File: config.mk
export PLATFORM = sky130hd
export DESIGN_NAME = trace_bank
export DESIGN_NICKNAME = d
export VERILOG_FILES = /design/src/rtl/trace_pkg.sv /design/src/rtl/trace_channel.sv /design/src/rtl/trace_bank.sv
export SDC_FILE = /design/constraint.sdc
export NUM_CORES = 1
export LEC_CHECK = 0
export ABC_AREA = 1
export CORE_MARGIN = 3
export CORE_UTILIZATION = 44
export DETAILED_ROUTE_END_ITERATION = 6
export PLACE_DENSITY = 0.66
export SETUP_SLACK_MARGIN = 0.1
export SYNTH_ARGS = -nofsm -noshare
export SYNTH_HDL_FRONTEND = slang
export SYNTH_HIERARCHICAL = 1
export SYNTH_SLANG_ARGS = --single-unit
File: constraint.sdc
create_clock -name i_clk -period 2.62 [get_ports i_clk]
set_input_delay 0.655 -clock i_clk [delete_from_list [all_inputs] [get_ports i_clk]]
set_output_delay 0.655 -clock i_clk [all_outputs]
set_load 0.005 [all_outputs]
File: src/rtl/trace_pkg.sv
// Shared constants for the multi-channel synaptic trace bank.
// Holds the mode-bit layout and the saturation ceiling helper.
package trace_pkg;

    localparam int MODE_DECAY_EXP = 0;
    localparam int MODE_ACCUM     = 1;

    // All-ones value of a trace of the given width (width < 64).
    function automatic longint unsigned trace_max(input int unsigned width);
        return (64'd1 << width) - 64'd1;
    endfunction

endpackage

File: src/rtl/trace_channel.sv
// One synaptic trace: register, saturating spike adder, linear/exponential
// decay datapath and the clear > event > decay > hold priority mux.
module trace_channel
    import trace_pkg::*;
#(
    parameter int P_WIDTH = 8,
    parameter int P_SHIFT = 2,
    parameter int P_INC   = 2 ** (P_WIDTH - 1)
) (
    input  logic               i_clk,
    input  logic               i_rst_n,
    input  logic               i_tick,
    input  logic [1:0]         i_mode,
    input  logic               i_clear,
    input  logic               i_event,
    output logic [P_WIDTH-1:0] o_trace,
    output logic               o_active
);

    localparam logic [P_WIDTH-1:0] TRACE_MAX = P_WIDTH'(trace_max(P_WIDTH));
    localparam logic [P_WIDTH:0]   INC_EXT   = (P_WIDTH + 1)'(P_INC);

    logic [P_WIDTH-1:0] trace_q;
    logic [P_WIDTH-1:0] trace_d;
    logic [P_WIDTH:0]   sum_wide;
    logic [P_WIDTH-1:0] sat_sum;
    logic [P_WIDTH-1:0] shifted;
    logic [P_WIDTH-1:0] exp_step;
    logic [P_WIDTH-1:0] decayed;

    // One extra bit of headroom: the carry alone signals saturation.
    assign sum_wide = {1'b0, trace_q} + INC_EXT;
    assign sat_sum  = sum_wide[P_WIDTH] ? TRACE_MAX : sum_wide[P_WIDTH-1:0];

    // Exponential step never drops below 1 so small traces still reach zero.
    assign shifted  = trace_q >> P_SHIFT;
    assign exp_step = (shifted == '0) ? P_WIDTH'(1) : shifted;
    assign decayed  = i_mode[MODE_DECAY_EXP] ? (trace_q - exp_step)
                                             : (trace_q - P_WIDTH'(1));

    always_comb begin
        trace_d = trace_q;
        if (i_clear) begin
            trace_d = '0;
        end else if (i_event) begin
            trace_d = i_mode[MODE_ACCUM] ? sat_sum : TRACE_MAX;
        end else if (i_tick && (trace_q != '0)) begin
            trace_d = decayed;
        end
    end

    always_ff @(posedge i_clk) begin
        if (!i_rst_n) begin
            trace_q <= '0;
        end else begin
            trace_q <= trace_d;
        end
    end

    assign o_trace  = trace_q;
    assign o_active = (trace_q != '0);

endmodule

File: src/rtl/trace_bank.sv
// P_CH independent synaptic traces sharing one decay prescaler; the traces
// are packed channel-major onto o_trace for the STDP update logic.
module trace_bank
    import trace_pkg::*;
#(
    parameter int P_WIDTH = 8,
    parameter int P_CH    = 8,
    parameter int P_DIV   = 1,
    parameter int P_SHIFT = 2,
    parameter int P_INC   = 2 ** (P_WIDTH - 1)
) (
    input  logic                      i_clk,
    input  logic                      i_rst_n,
    input  logic [P_CH-1:0]           i_event,
    input  logic [1:0]                i_mode,
    input  logic                      i_clear,
    output logic [P_CH*P_WIDTH-1:0]   o_trace,
    output logic [P_CH-1:0]           o_active,
    output logic                      o_tick
);

    logic tick;

    generate
        if (P_DIV == 1) begin : g_no_div
            assign tick = 1'b1;
        end else begin : g_div
            localparam int                CNT_W  = $clog2(P_DIV);
            localparam logic [CNT_W-1:0]  P_LAST = CNT_W'(P_DIV - 1);

            logic [CNT_W-1:0] p_q;
            logic [CNT_W-1:0] p_d;

            // Free-running: i_clear deliberately leaves the decay phase alone.
            always_comb begin
                p_d = (p_q == P_LAST) ? '0 : (p_q + CNT_W'(1));
            end

            always_ff @(posedge i_clk) begin
                if (!i_rst_n) begin
                    p_q <= '0;
                end else begin
                    p_q <= p_d;
                end
            end

            assign tick = (p_q == P_LAST);
        end
    endgenerate

    assign o_tick = tick;

    generate
        for (genvar gi = 0; gi < P_CH; gi++) begin : g_ch
            trace_channel #(
                .P_WIDTH (P_WIDTH),
                .P_SHIFT (P_SHIFT),
                .P_INC   (P_INC)
            ) u_channel (
                .i_clk    (i_clk),
                .i_rst_n  (i_rst_n),
                .i_tick   (tick),
                .i_mode   (i_mode),
                .i_clear  (i_clear),
                .i_event  (i_event[gi]),
                .o_trace  (o_trace[gi*P_WIDTH +: P_WIDTH]),
                .o_active (o_active[gi])
            );
        end
    endgenerate

endmodule

**Word level (Yosys, flattened, before mapping)**

Cells that the tools add are included.

- Add/sub/neg operators: 24
- Multiplexer cells: 48
- Bitwise operators: 1
- Reductions and logical operators: 25

Operators with widths:

| kind | count |
|---|---|
| $mux 8 | 40 |
| $add 8x8->9 const B | 8 |
| $logic_not 8->1 | 8 |
| $reduce_bool 8->1 | 8 |
| $sub 8x1->8 const B | 8 |
| $sub 8x8->8 | 8 |
| $mux 6 | 8 |
| $reduce_bool 2->1 | 8 |
| $reduce_or 2->1 | 1 |
| $not 1->1 | 1 |

- Flip-flop bits (word level): 64
- Input bits: 13
- Output and inout bits: 73
- Word-level logic and storage cells: 106

**Longest topological paths before layout**

- Depth in word-level cells: 6
- Mapped depth: 14
- Depth with buffers taken out: 14

**Hierarchy**

Netlist, hierarchy kept.

Modules (own cells, without submodules):

| module | times used | cells each | area an instance (sq um) | seq. area each (sq um) |
|---|---|---|---|---|
| trace_channel (g_ch[0].u_channel ...) | 7 | 110 | 739.5 | 160.2 |
| trace_channel (g_ch[1].u_channel) | 1 | 109 | 749.5 | 160.2 |
| trace_bank | 1 | 2 | 11.3 | 0.0 |

**Worst setup path after synthesis**

No wires, ideal clock.

- Kind: input -> register
- Start: input i_mode[0]
- End: register g_ch[1].u_channel.trace_q[6]
- Setup time: 0.109 ns
- Data arrival time: 1.811 ns
- Slack: 0.700 ns
- Cell stages on the path: 12
- Buffers on the path: 0
- Path through: nand3_1 > ha_1 > inv_1 > fa_1 > inv_1 > nor3_1 > nor2_1 > nand3_1 > nand2_1 > nand3_1 > nand2_1 > inv_1

- Cells in the longest elaborated chain, start to end: 3

Ends and longest elaborated chain:

| item | line | RTL |
|---|---|---|
| start, declared | trace_bank.sv:15 | `input logic [1:0] i_mode,` |
| $mux 8 | trace_channel.sv:38 | `assign decayed = i_mode[MODE_DECAY_EXP] ? (trace_q - exp_step)` |
| $mux 8 | trace_channel.sv:47 | `end else if (i_tick && (trace_q != '0)) begin` |
| $mux 8 | trace_channel.sv:45 | `end else if (i_event) begin` |
| end signal, assigned | trace_channel.sv:56 | `trace_q <= trace_d;` |
| end, declared | trace_channel.sv:23 | `logic [P_WIDTH-1:0] trace_q;` |

No other way between the ends. The select of a mux whose other input is x is not followed.
A chain may end at the register's enable or synchronous reset.

**Worst setup path after layout**

- Start: register g_ch[4].u_channel.trace_q[4]
- End: output o_active[4]

- Cells in the longest elaborated chain, start to end: 1

Ends and longest elaborated chain:

| item | line | RTL |
|---|---|---|
| start, declared | trace_channel.sv:23 |  |
| start signal, assigned | trace_channel.sv:56 |  |
| $reduce_bool 8->1 | trace_channel.sv:61 | `assign o_active = (trace_q != '0);` |
| end, declared | trace_bank.sv:18 | `output logic [P_CH-1:0] o_active,` |

No other way between the ends.

==> summary.txt <==
Final layout
  • Layout fillers: 1,315
  • Most common cell after layout, fill and taps aside: nand2_1
  • N_diodes: 0
  • Sequential cell area: 1280 um2
  • Area occupied by multi-input gates: 4100 um2
  • Area grow syn2layout: 23.4%
  • Finished Core Util: 56.7%
  • Most frequent cells in the layout: nand2_1 (175), inv_1 (144), nor2_1 (96)
  • Final nets: 1,073
  • Largest register FFs: 64
  • Layout cells sized above 1: 12.8%

Logic synthesis
  • Post-Syn Area per Cell: 6.74 um2
  • Top cell type's share of synthesized area: 21.6%
  • Ranking of synthesized cells by area: dfxtp_1 (22%), ha_1 (13%), nand2_1 (11%)
  • Yosys reg bits: 64
  • Seq/Total Area, Yosys: 21.6%
  • Yosys cell types: 26
  • Area leader, netlist: dfxtp_1
  • Cells after Synth: 881
  • Synth Cell Area: 5940 um2
  • Warnings from Yosys: 6

Detailed routing
  • Initial drt markers: 337
  • First-pass detailed-route iteration total: 5
  • Routed via count: 5,542
  • WL/cell: 12.4 um
  • Avg Vias per Cell: 4.76
  • Total Wirelength: 14,400 um
  • Drt drc: 0
  • Antenna viol nets, final: 0

Global route
  • Global-route wire length before repair: 24,600 um
  • Number of global-route vias before repair: 5,278
  • Largest net degree at the start of global routing: 34
  • GRT Overall Usage: 20.2%
  • Global route total overflow: 0
  • Initial antenna violation count: 0

STA
  • Fin. Hold Viols: 0
  • Final worst slack: 0.293 ns
  • Tcrit/Tclk final: 88.8%
  • Final setup fails: 0
  • Hold Worst Slack: 0.497 ns
  • Fin Setup TNS: 0 ns
  • Skew final: 0.00620 ns
  • RSZ-0062 raised after global routing: no
  • Max-slew violations: 0
  • Fin crit period: 2.33 ns
  • F_max: 430 MHz

Worst setup path
  • Crit Reg-Reg Endpoint: g_ch[4].u_channel/o_trace[6]
  • Worst R2R Setup Slack: 0.52 ns
  • Critical path type: register to primary output
  • Worst R2R Path Depth: 14
  • Crit Path Max Fanout: 6
  • CP startpoint: g_ch[4].u_channel/o_trace[4]
  • Critical Path Start Type: register
  • Critical Path End: o_active[4]
  • Crit. End Element: primary output
  • Crit path required time: 1.97 ns
  • Worst r2r src: g_ch[4].u_channel/o_trace[4]
  • WP data arrival: 1.67 ns

Floorplan
  • Horiz. Die Dim: 122 um
  • Die Ht: 122 um
  • Top Ports: 86
  • Die Footprint: 14,900 um2
  • Rows: 41
  • Core Area: 12,900 um2
  • Starting Density: 45.9%

Clock tree
  • PostCTS Resize Cnt: 0
  • Clock root buffer: clkbuf_16
  • H-tree levels: 3
  • CTS Sinks: 64
  • CTS max path bufs: 2
  • CTS Hold Bufs: 0
  • CTS tree: yes
  • Clk Latency, worst-skew pair: 0.34 ns
  • CTS buffer count: 9
  • CTS clk-pin slew, worst paths: 0.06 ns
  • Post-CTS setup buffers: 0

Power
  • Pwr/cell area: 523 nW/um2
  • Leakage: 3.51 nW
  • Max IR drop VDD: 0.414 mV
  • Final Power: 3.84 mW

Hold path
  • Hold/Removal Path Class: register to register

Outcome
  • Status: finished, final reports clean

Placed design
  • IO buf count: 84
  • Worst slack, placed: 0.176 ns
  • GPL Wtd Cong: 0.913
  • Hpwl dp: 11,100 um

Flow run
  • Max-cap violations: 0
power by group:
part | total [mW] | internal (mW) | switching, mW
logic | 1.58 | 0.687 | 0.890
clock network | 1.11 | 0.664 | 0.446
registers | 1.15 | 1.04 | 0.107
synth_stat cells, drive strengths merged:
library cell	instances
o22ai	1
nand2	215
o21ai	47
dfxtp	64
ha	64
xor2	24
nor2	137
or2	8
inv	145
a21oi	63
clkinv	7
o21bai	16
conb	1
fa	8
nor3	24
buf	1
nand3	56
worst min path at each step:
| stage | startpoint | end | slack, ns | cells after the start |
|---|---|---|---|---|
| finish | g_ch[4].u_channel/o_trace[0] | g_ch[4].u_channel/o_trace[0] | 0.50 | 2 |
| global route | g_ch[5].u_channel/o_trace[0] | g_ch[5].u_channel/o_trace[0] | 0.54 | 2 |
| CTS | g_ch[4].u_channel/o_trace[0] | g_ch[4].u_channel/o_trace[0] | 0.50 | 2 |
| detailed placement | g_ch[4].u_channel/o_trace[0] | g_ch[4].u_channel/o_trace[0] | 0.49 | 2 |
| global placement | g_ch[3].u_channel/o_trace[0] | g_ch[3].u_channel/o_trace[0] | 0.49 | 2 |
| floorplan | g_ch[0].u_channel/o_trace[0] | g_ch[0].u_channel/o_trace[0] | 0.48 | 2 |
worst max-delay path, stage by stage (launching register included):
cell	delay, ns
dfxtp_1	0.40
nor2_2	0.17
nand2_2	0.07
nor2_4	0.15
inv_1	0.08
clkdlybuf4s50_1	0.45
layer usage:
layer | global-route usage (%) | wire [um]
met3 | 5.48 | 670
met2 | 31.9 | 6400
met1 | 27.7 | 7210
met4 | 4.76 | 124
met5 | 0 | 0
logic make-up (layout without fill, tap and decap cells):
family / Yosys count / after routing / share of synthesized area, %
compound gates: 127 / 127 / 12.0
xor+xnor: 24 / 24 / 3.54
fa+ha+maj: 72 / 72 / 16.2
buf+inv: 153 / 257 / 9.88
flops: 64 / 64 / 21.6
other cells: 1 / 9 / 0.0632
simple gates: 440 / 440 / 36.7
final cells by class:
cell class,count,area share (%)
well taps,172,2.94
multi-input cells,672,55.9
clock inverters,3,0.239
clock buffers,13,3.41
flip-flops and latches,64,17.5
repair buffers,89,12.1
inverters,152,7.91
per-stage QoR:
stage,area (um2),instances
finish,7330,1165
floorplan,5970,889
global placement,7060,1149
detailed placement,7060,1149
CTS,7330,1165
global route,7330,1165
Note: power is estimated with default switching activity, not from simulation.
